==> config.mk <==
export PLATFORM = sky130hd
export DESIGN_NAME = demux_8way_1bit_chip
export DESIGN_NICKNAME = d
export VERILOG_FILES = /design/src/rtl/chips_pkg.sv /design/src/rtl/demux_2way_1bit.sv /design/src/rtl/demux_8way_1bit_chip.sv
export SDC_FILE = /design/constraint.sdc
export NUM_CORES = 1
export LEC_CHECK = 0
export CORE_AREA = 2 2 39 41
export CTS_CLUSTER_DIAMETER = 100
export DETAILED_ROUTE_END_ITERATION = 6
export DIE_AREA = 0 0 41 43
export SETUP_SLACK_MARGIN = 0.05
export SLEW_MARGIN = 10
export SYNTH_ARGS = -nofsm -noshare
export SYNTH_HDL_FRONTEND = slang
export SYNTH_SLANG_ARGS = --single-unit
export TNS_END_PERCENT = 100
==> constraint.sdc <==
create_clock -name clk -period 0.8 [get_ports clk]
set_input_delay 0.2 -clock clk [delete_from_list [all_inputs] [get_ports clk]]
set_output_delay 0.2 -clock clk [all_outputs]
set_load 0.005 [all_outputs]
==> src/rtl/chips_pkg.sv <==
// rtl/chips_pkg.sv - shared constants for the chips library
package chips_pkg;
  localparam int DEMUX8_WAYS  = 8;
  localparam int DEMUX8_SEL_W = 3;
endpackage

==> src/rtl/demux_2way_1bit.sv <==
// rtl/demux_2way_1bit.sv - combinational 1-bit 2-way demux leaf
module demux_2way_1bit (
  input  logic in,
  input  logic sel,
  output logic a,
  output logic b
);
  assign a = in & ~sel;
  assign b = in & sel;
endmodule

==> src/rtl/demux_8way_1bit_chip.sv <==
// rtl/demux_8way_1bit_chip.sv - 1-bit 8-way demux, tree of 2-way demuxes into a registered output
module demux_8way_1bit_chip
  import chips_pkg::*;
(
  input  logic                    clk,
  input  logic                    reset,
  output logic                    o1,
  output logic                    o2,
  output logic                    o3,
  output logic                    o4,
  output logic                    o5,
  output logic                    o6,
  output logic                    o7,
  output logic                    o8,
  input  logic                    in,
  input  logic [DEMUX8_SEL_W-1:0] sel
);
  logic [1:0]             l1;
  logic [3:0]             l2;
  logic [DEMUX8_WAYS-1:0] way;
  logic [DEMUX8_WAYS-1:0] out_d;
  logic [DEMUX8_WAYS-1:0] out_q;

  // sel[2] halves, sel[1] picks a pair, sel[0] picks the way inside the pair
  demux_2way_1bit u_l1 (.in(in), .sel(sel[2]), .a(l1[0]), .b(l1[1]));

  for (genvar i = 0; i < 2; i++) begin : g_l2
    demux_2way_1bit u_d (.in(l1[i]), .sel(sel[1]), .a(l2[2*i]), .b(l2[2*i+1]));
  end

  for (genvar i = 0; i < 4; i++) begin : g_l3
    demux_2way_1bit u_d (.in(l2[i]), .sel(sel[0]), .a(way[2*i]), .b(way[2*i+1]));
  end

  always_comb begin
    out_d = way;
  end

  always_ff @(posedge clk) begin
    if (reset) out_q <= '0;
    else       out_q <= out_d;
  end

  assign {o8, o7, o6, o5, o4, o3, o2, o1} = out_q;
endmodule

* Word-level counts from Yosys, hierarchy flattened
Cells that the tools add are included.
** Word-level totals
- Input bits :: 6
- Output and inout bits :: 8
- Bits in registers :: 8
** Operators by class
- Bitwise logic cells :: 17
** Operator list (count)
- 1-bit bitwise AND :: 14
- 1-bit inverter :: 3

* Longest topological paths before layout
Gate-level depths: netlist of the first run.
- Depth in word-level cells :: 4
- Depth in mapped cells :: 2
- Depth with buffers taken out :: 2

* Hierarchy
A second synthesis of the first run with hierarchy kept.
** Second synthesis, totals
- Cells, all modules :: 30
- Area, all modules :: 324.1 µm²
** By module, submodules not included
- demux_8way_1bit_chip :: area an instance 210.2 µm², instances 1, seq. area each 160.2 µm², cells an instance 16
- demux_2way_1bit :: area an instance 16.3 µm², instances 7, seq. area each 0.0 µm², cells an instance 2

* Least setup slack after synthesis of the first run
OpenSTA, ideal clock, no wires.
- Kind :: in2reg
- Start point :: input sel[1]
- End point :: register out_q[4]
- Arrival time :: 0.666 ns
- Path slack :: 0.069 ns
- Setup time :: 0.065 ns
- Data required time :: 0.735 ns
- Stages :: 2
- Cell sequence :: or3b_1 nor2_1
** On the way
- Cells in the longest elaborated chain, start to end :: 3
** Ends and longest elaborated chain
- from (decl) :: line demux_8way_1bit_chip.sv:16 : input logic [DEMUX8_SEL_W-1:0] sel
- 1-bit inverter :: line demux_2way_1bit.sv:8 : assign a = in & ~sel;
- 1-bit bitwise AND (2 in a row) :: line demux_2way_1bit.sv:8
- to (signal assigned) :: line demux_8way_1bit_chip.sv:41 : else out_q <= out_d;
- to (decl) :: line demux_8way_1bit_chip.sv:22 : logic [DEMUX8_WAYS-1:0] out_q;
Every way passes these cells.
A chain may end at the register's enable or synchronous reset.

* Worst setup path after layout of the first run
- Start point :: register out_q[7]
- End point :: output o8
** RTL lines
- to (decl) :: line demux_8way_1bit_chip.sv:14 : output logic o8,
No word-level cell between the ends.

==> run metrics, run 1 <==
dpl hpwl=between 300 and 400 µm; Synth Warn #=0; Worst-Margin Slew=221 ps; root buffer cell=clkbuf_4; total number of vias=between 200 and 250; total core area=0.00138 mm²; CTS hold repair buffers=0; max cap viols=0; Hold Path Class=in2reg; Setup violations, final=8; H-tree Lvls=1; fin worst setup slack=-54.4 ps; Worst slew margin=85.2%; GRT Total Usage=under 10%; Initial DRC Count=0; Hold Vio Cnt, Final=0; critical path depth=1; count of different cell masters after synthesis=7; register area share after synthesis=69.6%; Area Growth Syn to Fin=75.5%; die span in x=41 µm; CP startpoint kind=flip-flop; diode count=0; simple-gate share of the synthesized area=30.4%; Synth Cell Area=230 µm²; RSZ-0062 raised after global routing=yes; Mean Syn Cell Area=11.0 µm²; max reg flops=8; Post-route DRC=0; crit end category=output port; cell taking the most area after synthesis=dfxtp_1; PortBufs=13; Tcrit/Tclk final=107%; WL per Instance=approximately 8.7 µm; Power Density=1920 mW/mm²; antenna violations before repair=0; synth top area cells=dfxtp_1 70%, nor2_1 9.8%, or3b_1 7.6%; fraction of layout cells with a size suffix above 1=51.2%; Vias/cell=3.86; Antenna Violating Nets Remaining=0; Top reg by flops=out_q; Finished Cell Area=404 µm²; commonest cells after routing, fill and taps aside=8 x dfxtp_1, 8 x buf_2, 4 x nor2_1; crit path DAT=650 ps; WHS=253 ps; Die H=~43 µm; Post-Synth Adder-Cell Area=0%; hold path startpoint=sel[1]; Critical Path RT=600 ps; Layout Nets=between 40 and 50; Fmax=1.17 GHz; worst-path maximum fanout=1; total grt overflow=0; CTS tree=done; Top Registers=out_q (8); CTS Buffer Depth=2; peak supply drop=around 0.55 mV; post-synthesis mux area share=0%; worst-path cell chain=buf_2; TNS Setup=-401 ps; Routed Wire Length=around 500 µm; drt pass-1 iters=1; crit path kind=reg2out; # IOs=14; Compound-Gate Fraction of Synth Area=0%; Placer Congestion=around 0.62; max incr delay on CP=290 ps; status=complete, but fails checks; largest delay contributor family on the critical path=flip-flops; post-layout min period=854 ps; largest net degree at the start of global routing=5; Clock transition at path regs=roughly 50 ps; Pleak=0.189 nW; vias in the first global route=225; first-pass GRT wire length=800 µm; Starting Density=16.6%; CTS sink cnt=8; CTS buffer count=3; die area=around 0.0018 mm²; Hold Path Cell Cnt=3; Post-Synthesis Cells=21; WHS Endpoint=out_q[7]; dpl ws=-447 ps; main combinational cell family by area after synthesis=simple AND/OR/NAND/NOR gates; Worst path slowest cell=dfxtp_1; Synth Area in XOR/XNOR=0%; fillers=157; Slew Viols, Final=0; worst path bufs/invs=1; Yosys reg bits=8; Placed Area=410 µm²; failing checks=negative setup slack; Row Count=14; post-synth net total=27; Critical path origin=out_q[7]; Yosys top cell area share=69.6%
## synthesized netlist by cell type (all sizes together)
cell type	n
dfxtp	8
nand2	1
nand2b	1
nand3b	1
nor2	6
nor4	2
or3b	2
## per-layer routing
| metal | wire, µm | vias up | share of wire [%] | global-route usage (%) |
|---|---|---|---|---|
| met1 | 177 | 96 | 36 | 7.17 |
| met2 | 259 | 11 | 52 | 9.69 |
| met5 | 0 | - | 0 | 0 |
| li1 | - | 111 | - | - |
| met4 | 19 | 0 | 3.8 | 14.0 |
| met3 | 40 | 2 | 8.0 | 1.57 |
## through the flow
step	total power (W)	cells	util (%)
floorplan	0.000432	21	-
global placement	0.000492	54	29.7
detailed placement	0.000494	54	29.7
CTS	0.000780	57	28.5
global route	0.000814	57	29.2
finish	0.000774	57	29.2
## where the power goes
group / total, W / switching (W) / internal, W
clock: 0.000294 / 0.000123 / 0.000171
sequential: 0.000407 / 0.00000123 / 0.000406
combinational: 0.0000731 / 0.0000319 / 0.0000412
total: 0.000774 / 0.000156 / 0.000618
## layout make-up
cell class / instances / area (µm²) / area share, %
clock buffers: 3 / 22.5 / 5.57
multi-input cells: 13 / 86.3 / 21.4
flip-flops and latches: 8 / 160 / 39.6
well taps: 16 / 20.0 / 4.95
repair buffers: 17 / 115 / 28.5
## kinds of logic (layout without fill, tap and decap cells)
family | count (synthesis) | in the layout
and+or+nand+nor | 13 | 13
DFF | 8 | 8
buffers and inverters | 0 | 20
## worst max-delay path by stage
stage | endpoint
floorplan | out_q[4]
detailed placement | out_q[2]
global placement | out_q[3]
global route | o5
CTS | o8
finish | o8
## what timing repair did
action	CTS	global route
gates resized for setup	40	6
pin swaps	4	3
setup buffers	0	0
setup endpoints to repair	16	13
Power figures use the tool's default switching activity.
==> run 2: changes to the inputs <==
==> constraint.sdc (replaced) <==
create_clock -name clk -period 0.85 [get_ports clk]
set_input_delay 0.2125 -clock clk [delete_from_list [all_inputs] [get_ports clk]]
set_output_delay 0.2125 -clock clk [all_outputs]
set_load 0.05 [all_outputs]
==> run 2 against run 1 <==
Against the previous run:
- the run still ends with negative setup slack left
- via count decreased by 0.91%
- combinational power up 56%
- core utilization rose by 10 points
- first-iteration DRC count stayed put
- power grew 0.58%
- worst hold slack improved by 120 ps
- wire length is 1.6% lower
==> run metrics, run 2 (same netlist as run 1, synthesis figures left out) <==
Post-route DRC=0; peak supply drop=about 0.63 mV; largest delay contributor family on the critical path=flip-flops; Clk network pwr share=35.5%; GRT Total Usage=8.48%; Tcrit/Tclk final=109%; CTS tree=done; Worst-Margin Slew=198 ps; worst-path cell chain=buf_12; CTS sink cnt=8; crit path kind=reg2out; combinational fraction of design power=about 15%; crit end category=output port; Pint=0.000606 W; Worst path slowest cell=dfxtp_2; WL per Instance=8.58 µm; Area Growth Syn to Fin=136%; final std cells w/o fill=57; CP startpoint kind=flip-flop; Setup violations, final=8; total core area=about 0.0014 mm²; Fmax=1.08 GHz; die span in x=approximately 40 µm; max incr delay on CP=around 340 ps; sw frac=22.2%; vias in the first global route=234; Top Registers=out_q (8); Routed Wire Length=489 µm; CTS Buffer Depth=2; sequential share of power=49.8%; Hold Vio Cnt, Final=0; Slew Viols, Final=0; antenna violations before repair=0; # IOs=14; Hold Path Cell Cnt=3; Pleak=0.220 nW; switching power=0.000173 W; Power Density=approximately 1400 mW/mm²; diode count=0; largest net degree at the start of global routing=5; Die H=around 43 µm; critical path depth=1; Starting Density=between 15 and 20%; Clock transition at path regs=50 ps; H-tree Lvls=1; RSZ-0062 raised after global routing=yes; post-layout min period=927 ps; drt pass-1 iters=1; PortBufs=13; Placer Congestion=0.636; max cap viols=0; die area=approximately 0.0018 mm²; Antenna Violating Nets Remaining=0; fillers=128; worst-path maximum fanout=1; fraction of layout cells with a size suffix above 1=approximately two thirds; placed cell count=54; total number of vias=218; Initial DRC Count=0; dpl hpwl=388 µm; CTS buffer count=3; Hold Path Class=in2reg; Layout Nets=49; worst path bufs/invs=1; commonest cells after routing, fill and taps aside=8 x dfxtp_2, 8 x buf_12, 4 x nor2_1; first-pass GRT wire length=883 µm; Vias/cell=3.82; Top reg by flops=out_q; Critical Path RT=about 640 ps; Row Count=14; total grt overflow=0; WHS=368 ps; Worst slew margin=86.7%; crit path DAT=710 ps; failing checks=negative setup slack; max reg flops=8; fin worst setup slack=-77.1 ps; root buffer cell=clkbuf_4; CTS hold repair buffers=0; status=complete, but fails checks
run 2: changes by cell type in the layout (fill, tap and decap cells not counted), moves of 8 or more:
| cell | delta |
|---|---|
| buf_2 | -8 |
| buf_12 | +8 |
| dfxtp_2 | +8 |
| dfxtp_1 | -8 |
run 2: repair_timing:
action / in CTS / in global routing
gates cloned: 0 / 0
gates resized for setup: 17 / 4
pin swaps: 5 / 2
buffers inserted: 0 / 0
endpoints found under the setup margin: 16 / 12
run 2: stage by stage:
step                      area, µm²  TNS (ps)  utilization [%]  power, W  setup slack (ps)
after CTS                       537      -669             38.8  0.000789             -87.6
after detailed placement        490     -2710             35.4  0.000504              -400
after global placement          490     -2610             35.4  0.000501              -378
after floorplan                 230         0                -  0.000428              50.2
final                           544      -587             39.3  0.000779             -77.1
after global routing            544      -785             39.3  0.000818              -102
run 2: final timing paths:
| path | start | endpoint | slack, ps |
|---|---|---|---|
| setup / recovery | out_q[7] | o8 | -80 |
| hold / removal | reset | out_q[0] | 370 |
run 2: layout make-up:
cell class              instances  area (µm²)  share of cell area, %
clock buffers                   3        22.5                   4.14
multi-input cells              13        91.3                   16.8
flip-flops and latches          8         170                   31.3
well taps                      16        20.0                   3.68
repair buffers                 17         240                   44.1
run 2: power by group through the flow:
stage          Sequential [W]  Combinational, W  Clock (W)
2_1_floorplan        0.000414         0.0000145          0
3_5_place_dp         0.000395          0.000109          0
3_3_place_gp         0.000395          0.000106          0
6_report             0.000388          0.000114   0.000277
4_1_cts              0.000388          0.000111   0.000290
5_1_grt              0.000388          0.000123   0.000307
run 2: per-layer routing:
layer | GRT usage (%) | part of all wire [%] | up-vias
met5 | 0 | 0 | -
met4 | 14.0 | 4.1 | 0
met3 | 1.57 | 5.3 | 2
met2 | 12.2 | 56 | 11
met1 | 6.86 | 35 | 92
li1 | - | - | 113
